===== config.mk =====
export PLATFORM = sky130hd
export DESIGN_NAME = sha_round_ctrl
export DESIGN_NICKNAME = d
export VERILOG_FILES = /design/src/rtl/sha_pkg.sv /design/src/rtl/sha_round_counter.sv /design/src/rtl/sha_round_ctrl.sv
export SDC_FILE = /design/constraint.sdc
export NUM_CORES = 1
export LEC_CHECK = 0
export ABC_AREA = 1
export CAP_MARGIN = 40
export CELL_PAD_IN_SITES_DETAIL_PLACEMENT = 2
export CELL_PAD_IN_SITES_GLOBAL_PLACEMENT = 2
export CORE_MARGIN = 5
export CORE_UTILIZATION = 25
export CTS_CLUSTER_DIAMETER = 150
export DETAILED_ROUTE_END_ITERATION = 6
export PLACE_DENSITY_LB_ADDON = 0.1
export REMOVE_ABC_BUFFERS = 1
export SYNTH_ARGS = -nofsm -noshare
export SYNTH_HDL_FRONTEND = slang
export SYNTH_SLANG_ARGS = --single-unit

===== constraint.sdc =====
create_clock -name clk -period 4.3 [get_ports clk]
set_input_delay 0.645 -clock clk [delete_from_list [all_inputs] [get_ports clk]]
set_output_delay 0.645 -clock clk [all_outputs]
set_load 0.01 [all_outputs]

===== src/rtl/sha_pkg.sv =====
// Shared definitions for the SHA round controller: FSM state encodings,
// standard round counts and the round-index width helper.
package sha_pkg;

  typedef enum logic [2:0] {
    ST_IDLE     = 3'd0,
    ST_INIT     = 3'd1,
    ST_WAIT_BLK = 3'd2,
    ST_PROCESS  = 3'd3,
    ST_DUPD     = 3'd4,
    ST_DONE     = 3'd5
  } state_e;

  localparam int unsigned SHA256_ROUNDS = 64;
  localparam int unsigned SHA512_ROUNDS = 80;

  // Width of a round index; never narrower than one bit.
  function automatic int unsigned idx_w(input int unsigned rounds);
    return (rounds > 1) ? $clog2(rounds) : 1;
  endfunction

endpackage


===== src/rtl/sha_round_counter.sv =====
// Round index counter: clears, or steps by RPC per cycle and wraps to zero
// after the terminal value ROUNDS-RPC.
module sha_round_counter
  import sha_pkg::*;
#(
  parameter int unsigned ROUNDS = SHA256_ROUNDS,
  parameter int unsigned RPC    = 1,
  parameter int unsigned W      = idx_w(ROUNDS)
) (
  input  logic         clk,
  input  logic         reset_n,
  input  logic         clr,
  input  logic         step,
  output logic [W-1:0] cnt,
  output logic         term
);

  localparam logic [W-1:0] STEP_V = W'(RPC);
  localparam logic [W-1:0] TERM_V = W'(ROUNDS - RPC);

  logic [W-1:0] cnt_q, cnt_d;

  assign term = (cnt_q == TERM_V);
  assign cnt  = cnt_q;

  always_comb begin
    cnt_d = cnt_q;
    if (clr) begin
      cnt_d = '0;
    end else if (step) begin
      cnt_d = term ? '0 : cnt_q + STEP_V;
    end
  end

  always_ff @(posedge clk or negedge reset_n) begin
    if (!reset_n) begin
      cnt_q <= '0;
    end else begin
      cnt_q <= cnt_d;
    end
  end

endmodule


===== src/rtl/sha_round_ctrl.sv =====
// SHA-256/512 compression round sequencer: IV load, block handshake, round
// stepping, digest update and per-message block counting.
module sha_round_ctrl
  import sha_pkg::*;
#(
  parameter int unsigned ROUNDS = SHA256_ROUNDS,
  parameter int unsigned RPC    = 1,
  parameter int unsigned BCNT_W = 16
) (
  input  logic                     clk,
  input  logic                     reset_n,
  input  logic                     start,
  input  logic                     abort,
  input  logic                     block_valid,
  input  logic                     block_last,
  output logic                     block_ready,
  output logic                     init,
  output logic                     ready,
  output logic                     digest_update,
  output logic                     done,
  output logic                     busy,
  output logic [idx_w(ROUNDS)-1:0] round_idx,
  output logic [BCNT_W-1:0]        block_cnt
);

  localparam int unsigned IDX_W = idx_w(ROUNDS);

  if (!(RPC == 1 || RPC == 2 || RPC == 4) || (ROUNDS % RPC != 0) || (ROUNDS < RPC)) begin : g_bad_params
    $error("sha_round_ctrl: RPC must be 1, 2 or 4 and divide ROUNDS");
  end

  state_e              state_q, state_d;
  logic                last_q, last_d;
  logic [BCNT_W-1:0]   block_cnt_q, block_cnt_d;
  logic                rnd_clr, rnd_step, rnd_term;

  // Index is held at zero outside PROCESS, so entry into PROCESS always starts at 0.
  assign rnd_step = (state_q == ST_PROCESS);
  assign rnd_clr  = abort || (state_q != ST_PROCESS);

  sha_round_counter #(
    .ROUNDS (ROUNDS),
    .RPC    (RPC),
    .W      (IDX_W)
  ) u_round_counter (
    .clk     (clk),
    .reset_n (reset_n),
    .clr     (rnd_clr),
    .step    (rnd_step),
    .cnt     (round_idx),
    .term    (rnd_term)
  );

  assign init          = (state_q == ST_INIT);
  assign block_ready   = (state_q == ST_WAIT_BLK);
  assign ready         = (state_q == ST_PROCESS);
  assign digest_update = (state_q == ST_DUPD);
  assign done          = (state_q == ST_DONE);
  assign busy          = (state_q != ST_IDLE) && (state_q != ST_DONE);
  assign block_cnt     = block_cnt_q;

  always_comb begin
    state_d     = state_q;
    last_d      = last_q;
    block_cnt_d = block_cnt_q;
    case (state_q)
      ST_IDLE: begin
        if (start) state_d = ST_INIT;
      end
      ST_INIT: begin
        state_d     = ST_WAIT_BLK;
        block_cnt_d = '0;
        last_d      = 1'b0;
      end
      ST_WAIT_BLK: begin
        if (block_valid && block_ready) begin
          state_d = ST_PROCESS;
          last_d  = block_last;
        end
      end
      ST_PROCESS: begin
        if (rnd_term) state_d = ST_DUPD;
      end
      ST_DUPD: begin
        if (block_cnt_q != '1) block_cnt_d = block_cnt_q + 1'b1;
        state_d = last_q ? ST_DONE : ST_WAIT_BLK;
      end
      ST_DONE: begin
        if (start) state_d = ST_INIT;
      end
      default: state_d = ST_IDLE;
    endcase
    if (abort) begin
      state_d = ST_IDLE;
      last_d  = 1'b0;
    end
  end

  always_ff @(posedge clk or negedge reset_n) begin
    if (!reset_n) begin
      state_q     <= ST_IDLE;
      last_q      <= 1'b0;
      block_cnt_q <= '0;
    end else begin
      state_q     <= state_d;
      last_q      <= last_d;
      block_cnt_q <= block_cnt_d;
    end
  end

endmodule


# == Yosys cells after proc, flatten, opt, wreduce, memory -nomap -nowiden ==
# Cells that the tools add are included.
# Widths: inputs -> output; s select.
# classes
add_sub_neg,2
multipliers,0
div_mod_pow,0
order_cmp,0
eq_ne,13
n_shift,0
mux,14
n_bitwise,0
n_reduce_logical,12
# ops
operator,count
$pmux 16 s2,1
$mux 6,3
$add 16x1->16 const B,1
$mux 16,1
$ne 16x16->1 const B,1
$mux 3,5
$pmux 3 s5,1
$ne 3x2->1 const B,3
$add 6x1->6 const B,1
$eq 3x2->1 const B,2
$eq 3x3->1 const B,2
$eq 6x6->1 const B,1
$reduce_bool 3->1,2
$reduce_and 2->1,2
$reduce_bool 2->1,2
$eq 3x1->1 const B,1
$logic_not 3->1,1
$ne 3x1->1 const B,1
$ne 3x3->1 const B,1
$reduce_and 3->1,1
$logic_and 1x1->1,2
$mux 1,2
$ne 2x1->1 const B,1
$pmux 1 s2,1
other kinds (2),2
# totals
ff_bits,26
latch_bits,0
ram_bits,0
romBits,0
input_bits,6
output_inout_bits,28
wordCells,45
mem_count,0

# == Logic depth before layout (Yosys ltp) ==
# Gate-level depths: netlist (run 1).
# depth
depth_word,5
depth_mapped,10
ltp_nobuf,9

# == Hierarchy ==
# From an unflattened synthesis (run 1), not the netlist that was laid out.
# hier_totals
cells_unflattened,259
hier_area_um2,1689.1
# modules_own_cells
mod,n_inst,cells_each,area_each_um2,seq_area_each_um2
sha_round_ctrl,1,208,1347.5,500.5
sha_round_counter,1,51,341.6,150.1

# == Worst setup path before layout (run 1) ==
# Ideal clock, no wire load.
# synth_path
path_kind,register to output
startpoint,reg state_q[0]
endpoint,out digest_update
arrival_time_ps,962
t_required_ps,3655
setup_slack_ps,2693
path_stages_with_launch,5
path_buffers,1
cell_sequence,dfrtp_1 > inv_2 > nand3_4 > inv_1 > buf_2
# synth_via
elab_chain_cells,1
# synth_rtl
element,line,text
"start, declared",sha_round_ctrl.sv:32,"state_e state_q, state_d;"
"start signal, assigned",sha_round_ctrl.sv:105,state_q <= state_d;
$eq 3x3->1,sha_round_ctrl.sv:57,assign digest_update = (state_q == ST_DUPD);
"end, declared",sha_round_ctrl.sv:19,"output logic digest_update,"
# Every way passes these cells.

# == Final worst setup path (run 1) ==
# Same ends and word-level chain as after synthesis.

==> results.sh, run 1 <==
export IMPL_status="complete, no violations"
export IMPL_antenna_found_initial=0
export IMPL_synthMuxAreaShare_pct=0
export IMPL_final_common_cell="nand2_1"
export IMPL_syn_inst=229
export IMPL_fin_nets=274
export IMPL_clock_sinks=26
export IMPL_grt_first_pass_wirelength_um=9110
export IMPL_worstMarginPinSlew_ns=0.502
export IMPL_ys_ff_latch=26
export IMPL_period_needed_ns=2.68
export IMPL_crit_type="flop to output port"
export IMPL_num_rows=30
export IMPL_synth_area_mm2=0.00172
export IMPL_core_area_mm2=0.00676
export IMPL_via_count=1614
export IMPL_grt_pass1_vias=1853
export IMPL_synth_compound_area_share_pct=10.7
export IMPL_final_cell_mix="nand2_1 (52), clkdlybuf4s50_1 (33), inv_1 (31)"
export IMPL_cts_buffers=3
export IMPL_drtIter0Drc=27
export IMPL_hp_class="flop to flop"
export IMPL_num_antenna_cells=0
export IMPL_postCtsSetupBuffers=0
export IMPL_worstPathArrival_ns=2.04
export IMPL_fin_crit_sh_pct=62.4
export IMPL_rsz0062_at_grt="no"
export IMPL_synth_area_per_cell_um2=7.53
export IMPL_crit_path_end_kind="output port"
export IMPL_root_buffer="clkbuf_8"
export IMPL_htree_num_levels=1
export IMPL_yosys_warnings=0
export IMPL_wl_per_cell_um=14.8
export IMPL_avgViaCountPerCell=4.68
export IMPL_cts_resized=0
export IMPL_min_to="u_round_counter.cnt[0]$_DFFE_PN0P_"
export IMPL_drcViolationCount=0
export IMPL_synthAdderAreaFrac_pct=1.45
export IMPL_clkLatencyLatePin_ns=0.28
export IMPL_synth_xor_area_share_pct=2.03
export IMPL_hold_violations=0
export IMPL_totalWireLength_um=5120
export IMPL_cts_tree="built"
export IMPL_routabilityCongestion=0.771
export IMPL_internal_power_mw=0.475
export IMPL_max_cap_viol_count=0
export IMPL_overflow=0
export IMPL_place_hpwl_um=4000
export IMPL_dieArea_mm2=0.00866
export IMPL_total_leakage_power_nw=0.959
export IMPL_drive_above_1_share_pct=15.1
export IMPL_first_pass_iters=3
export IMPL_dp_cells=341
export IMPL_final_max_slew_viol_count=0
export IMPL_io_pins=34
export IMPL_ir_drop_mv=0.143
export IMPL_die_y_um=93.0
export IMPL_ys_types=27
export IMPL_port_buffer_count=33
export IMPL_clock_path_buffers=2
export IMPL_max_clock_freq_mhz=373
export IMPL_hold_ws_ns=0.512
export IMPL_initial_core_util_pct=25.5
export IMPL_slew_headroom_pct=66.5
export IMPL_pwr_share_clk_pct=28.8
export IMPL_holdBufCountCts=0
export IMPL_fin_tns_setup_ns=0
export IMPL_final_antenna_net_count=0
export IMPL_clock_skew_ns=0.00400
export IMPL_seqPwrFrac_pct=37.9
export IMPL_clkTransAtPathRegs_ns=0.10
export IMPL_switching_share_pct=36.6
export IMPL_power_per_cell_area_mw_per_mm2=339
export IMPL_reg2reg_from="block_cnt[0]$_DFFE_PN0P_"
export IMPL_area_growth_pct=28.1
export IMPL_r2r_cells=8
export IMPL_required_ns=3.65
export IMPL_hold_path_cell_count=1
export IMPL_die_x_um=93.0
export IMPL_yosys_area_share_simple_pct=38.8
export IMPL_fin_cells=345
export IMPL_worstPathMaxFanout=14
export IMPL_setup_violations=0
export IMPL_grt_use_total_pct=13.2
export IMPL_fin_util_pct=32.7
export IMPL_synth_top_family_by_area="simple AND/OR/NAND/NOR gates"
export IMPL_totalPowerFinal_mw=0.749
export IMPL_pwr_share_comb_pct=33.3
export IMPL_synth_seq_area_share_pct=37.7
export IMPL_hp_start="u_round_counter.cnt[0]$_DFFE_PN0P_"
export IMPL_start_kind="flop"
export IMPL_r2r_end="block_cnt[5]$_DFFE_PN0P_"
export IMPL_r2r_setup_slack_ns=2.60
export IMPL_grt_max_degree=27
export IMPL_switchingPower_mw=0.274
[worst max-delay path: stages (launching register included)]
cell             delay, ns
dfrtp_1               0.46
inv_2                 0.12
nand3_4               0.12
inv_1                 0.41
clkdlybuf4s50_1       0.64
[metrics by stage]
step	worst slack [ns]	area, um^2
floorplan	2.74	1700
global placement	1.91	2140
detailed placement	1.90	2140
CTS	1.57	2210
global route	1.44	2210
finish	1.62	2210
[cell type report]
cell class / instances / area (um^2)
Clock buffer: 3 / 41.3
Clock inverter: 1 / 30.0
Fill cell: 814 / 4550
Inverter: 36 / 135
Multi-Input combinational cell: 165 / 913
Sequential cell: 26 / 651
Tap cell: 80 / 100
Timing Repair Buffer: 34 / 338
[power by group through the flow]
stage / clock, mW / sequential (mW) / combinational [mW]
after floorplan: 0 / 0.287 / 0.155
after global placement: 0 / 0.288 / 0.253
after detailed placement: 0 / 0.289 / 0.257
after CTS: 0.227 / 0.284 / 0.259
after global routing: 0.239 / 0.289 / 0.283
final: 0.216 / 0.284 / 0.249
[sequential cells by signal (all words and copies together) (netlist names)]
| signal | cells |
|---|---|
| block_cnt | 16 |
| last_q | 1 |
| state_q | 3 |
| u_round_counter.cnt | 6 |
[cells in the mapped netlist, drive strengths merged]
master | instances | area share [%]
a21oi | 2 | 0.58
buf | 2 | 1.5
dfrtp | 26 | 38
ha | 2 | 1.5
inv | 36 | 7.8
nand2 | 59 | 14
nand3 | 33 | 12
nand4 | 5 | 1.8
nor2 | 30 | 8.1
nor3 | 3 | 1.5
nor3b | 1 | 0.44
o21a | 1 | 0.44
o21ai | 23 | 9.3
o21bai | 1 | 0.44
or2 | 1 | 0.36
xor2 | 4 | 2.0
[how the worst max path moves through the flow]
stage | startpoint | end | cells past startpoint
floorplan | state_q[0]$_DFFE_PN0P_ | digest_update | 3
CTS | state_q[0]$_DFFE_PN0P_ | digest_update | 4
global route | state_q[0]$_DFFE_PN0P_ | digest_update | 4
finish | state_q[0]$_DFFE_PN0P_ | digest_update | 4
detailed placement | state_q[0]$_DFFE_PN0P_ | digest_update | 4
global placement | state_q[0]$_DFFE_PN0P_ | digest_update | 4
[per-layer routing]
layer | global-route usage (%) | vias up | routed length (um)
met5 | 0 | - | 0
met4 | 3.30 | 0 | 56
met3 | 2.17 | 4 | 172
met2 | 23.7 | 27 | 2600
met1 | 16.5 | 778 | 2300
li1 | - | 805 | -
[cells by family (layout without fill, tap and decap cells)]
kind of cell | Yosys count | in the layout
flops | 26 | 26
xor+xnor | 4 | 4
compound gates | 27 | 27
simple gates | 132 | 132
fa+ha+maj | 2 | 2
buf+inv | 38 | 74
Power figures use the tool's default switching activity.
==> run 2, diff against run 1 <==
==> constraint.sdc (replaced) <==
create_clock -name clk -period 2.8 [get_ports clk]
set_input_delay 0.42 -clock clk [delete_from_list [all_inputs] [get_ports clk]]
set_output_delay 0.42 -clock clk [all_outputs]
set_load 0.01 [all_outputs]
==> results.sh, run 2 (synthesis gave the netlist of run 1 again) <==
export IMPL_crit_type="flop to output port"
export IMPL_max_clock_freq_mhz=479
export IMPL_antenna_found_initial=0
export IMPL_grt_max_degree=27
export IMPL_max_cap_viol_count=0
export IMPL_cts_buffers=3
export IMPL_holdBufCountCts=0
export IMPL_die_x_um=93.0
export IMPL_area_growth_pct=28.5
export IMPL_critical_path_top_delay_family="buffers and inverters"
export IMPL_routabilityCongestion=0.748
export IMPL_ir_drop_mv=0.218
export IMPL_final_antenna_net_count=0
export IMPL_slowest_delay_ns=0.54
export IMPL_crit_chain="inv_2 -> nand3_1 -> inv_1 -> clkdlybuf4s50_1"
export IMPL_worstPathMaxFanout=4
export IMPL_io_pins=34
export IMPL_grt_use_total_pct=13.2
export IMPL_cts_tree="built"
export IMPL_fillers=815
export IMPL_required_ns=2.38
export IMPL_htree_num_levels=1
export IMPL_crit_cells=4
export IMPL_clock_skew_ns=0.00455
export IMPL_die_y_um=93.0
export IMPL_drcViolationCount=0
export IMPL_worstMarginPinSlew_ns=0.377
export IMPL_final_max_slew_viol_count=0
export IMPL_initial_core_util_pct=25.5
export IMPL_clock_path_buffers=2
export IMPL_clock_sinks=26
export IMPL_status="complete, no violations"
export IMPL_clkLatencyLatePin_ns=0.28
export IMPL_root_buffer="clkbuf_8"
export IMPL_period_needed_ns=2.09
export IMPL_slew_headroom_pct=74.8
export IMPL_cts_resized=0
export IMPL_drive_above_1_share_pct=15.4
export IMPL_place_hpwl_um=4150
export IMPL_dieArea_mm2=0.00866
export IMPL_fin_crit_sh_pct=74.5
export IMPL_hp_class="primary input to async pin"
export IMPL_final_cell_mix="nand2_1 (52), clkdlybuf4s50_1 (33), inv_1 (31)"
export IMPL_clkTransAtPathRegs_ns=0.10
export IMPL_r2r_cells=9
export IMPL_postCtsSetupBuffers=0
export IMPL_avgViaCountPerCell=4.73
export IMPL_crit_path_end_kind="output port"
export IMPL_worstPathArrival_ns=1.67
export IMPL_num_rows=30
export IMPL_power_per_cell_area_mw_per_mm2=518
export IMPL_overflow=0
export IMPL_totalWireLength_um=5170
export IMPL_final_common_cell="nand2_1"
export IMPL_port_buffer_count=33
export IMPL_first_pass_iters=4
export IMPL_grt_pass1_vias=1819
export IMPL_fin_nets=275
export IMPL_start_kind="flop"
export IMPL_fin_tns_setup_ns=0
export IMPL_grt_first_pass_wirelength_um=9070
export IMPL_hold_violations=0
export IMPL_num_antenna_cells=0
export IMPL_via_count=1637
export IMPL_fin_util_pct=32.8
export IMPL_setup_violations=0
export IMPL_core_area_mm2=0.00676
export IMPL_crit_slowest_cell="clkdlybuf4s50_1"
export IMPL_total_leakage_power_nw=0.964
export IMPL_crit_buf_inv=3
export IMPL_rsz0062_at_grt="no"
export IMPL_largest_reg_flops=16
export IMPL_wl_per_cell_um=14.9
export IMPL_drtIter0Drc=23
==> run 2: power by group <==
part / switching [mW] / internal [mW]
Combinational: 0.244 / 0.139
Clock: 0.137 / 0.192
Sequential: 0.0377 / 0.399
==> run 2: routing by layer <==
layer	GRT usage [%]	vias up	routed length, um	part of all wire (%)
li1	-	805	-	-
met4	2.20	0	29	0.56
met2	24.4	24	2650	51
met3	2.57	2	144	2.8
met5	0	-	0	0
met1	15.9	806	2340	45
==> run 2: worst paths after layout <==
check	startpoint	endpoint	slack, ns
min reg2reg	u_round_counter.cnt[0]$_DFFE_PN0P_	u_round_counter.cnt[0]$_DFFE_PN0P_	0.53
max in group asynchronous	reset_n	block_cnt[13]$_DFFE_PN0P_	2.02
min in group clk	u_round_counter.cnt[0]$_DFFE_PN0P_	u_round_counter.cnt[0]$_DFFE_PN0P_	0.53
min	reset_n	block_cnt[12]$_DFFE_PN0P_	0.50
max reg2reg	block_cnt[0]$_DFFE_PN0P_	block_cnt[3]$_DFFE_PN0P_	1.06
max	state_q[2]$_DFFE_PN0P_	block_ready	0.71
==> run 2: area by class of cell <==
| cell class | instances | area (um^2) | share of cell area, % |
|---|---|---|---|
| Multi-Input combinational cell | 165 | 913 | 41.2 |
| Sequential cell | 26 | 651 | 29.4 |
| Timing Repair Buffer | 35 | 345 | 15.6 |
| Inverter | 36 | 135 | 6.10 |
| Tap cell | 80 | 100 | 4.52 |
| Clock buffer | 3 | 41.3 | 1.86 |
| Clock inverter | 1 | 30.0 | 1.36 |
==> run 2: through the flow <==
step / hold WS [ns] / setup WS [ns] / total power [mW] / cells / area [um^2]
global route: 0.548 / 0.600 / 1.23 / 346 / 2220
CTS: 0.526 / 0.679 / 1.18 / 346 / 2220
global placement: 0.505 / 1.03 / 0.831 / 342 / 2140
floorplan: 0.124 / 1.33 / 0.678 / 227 / 1700
detailed placement: 0.502 / 1.02 / 0.842 / 342 / 2140
finish: 0.504 / 0.713 / 1.15 / 346 / 2220
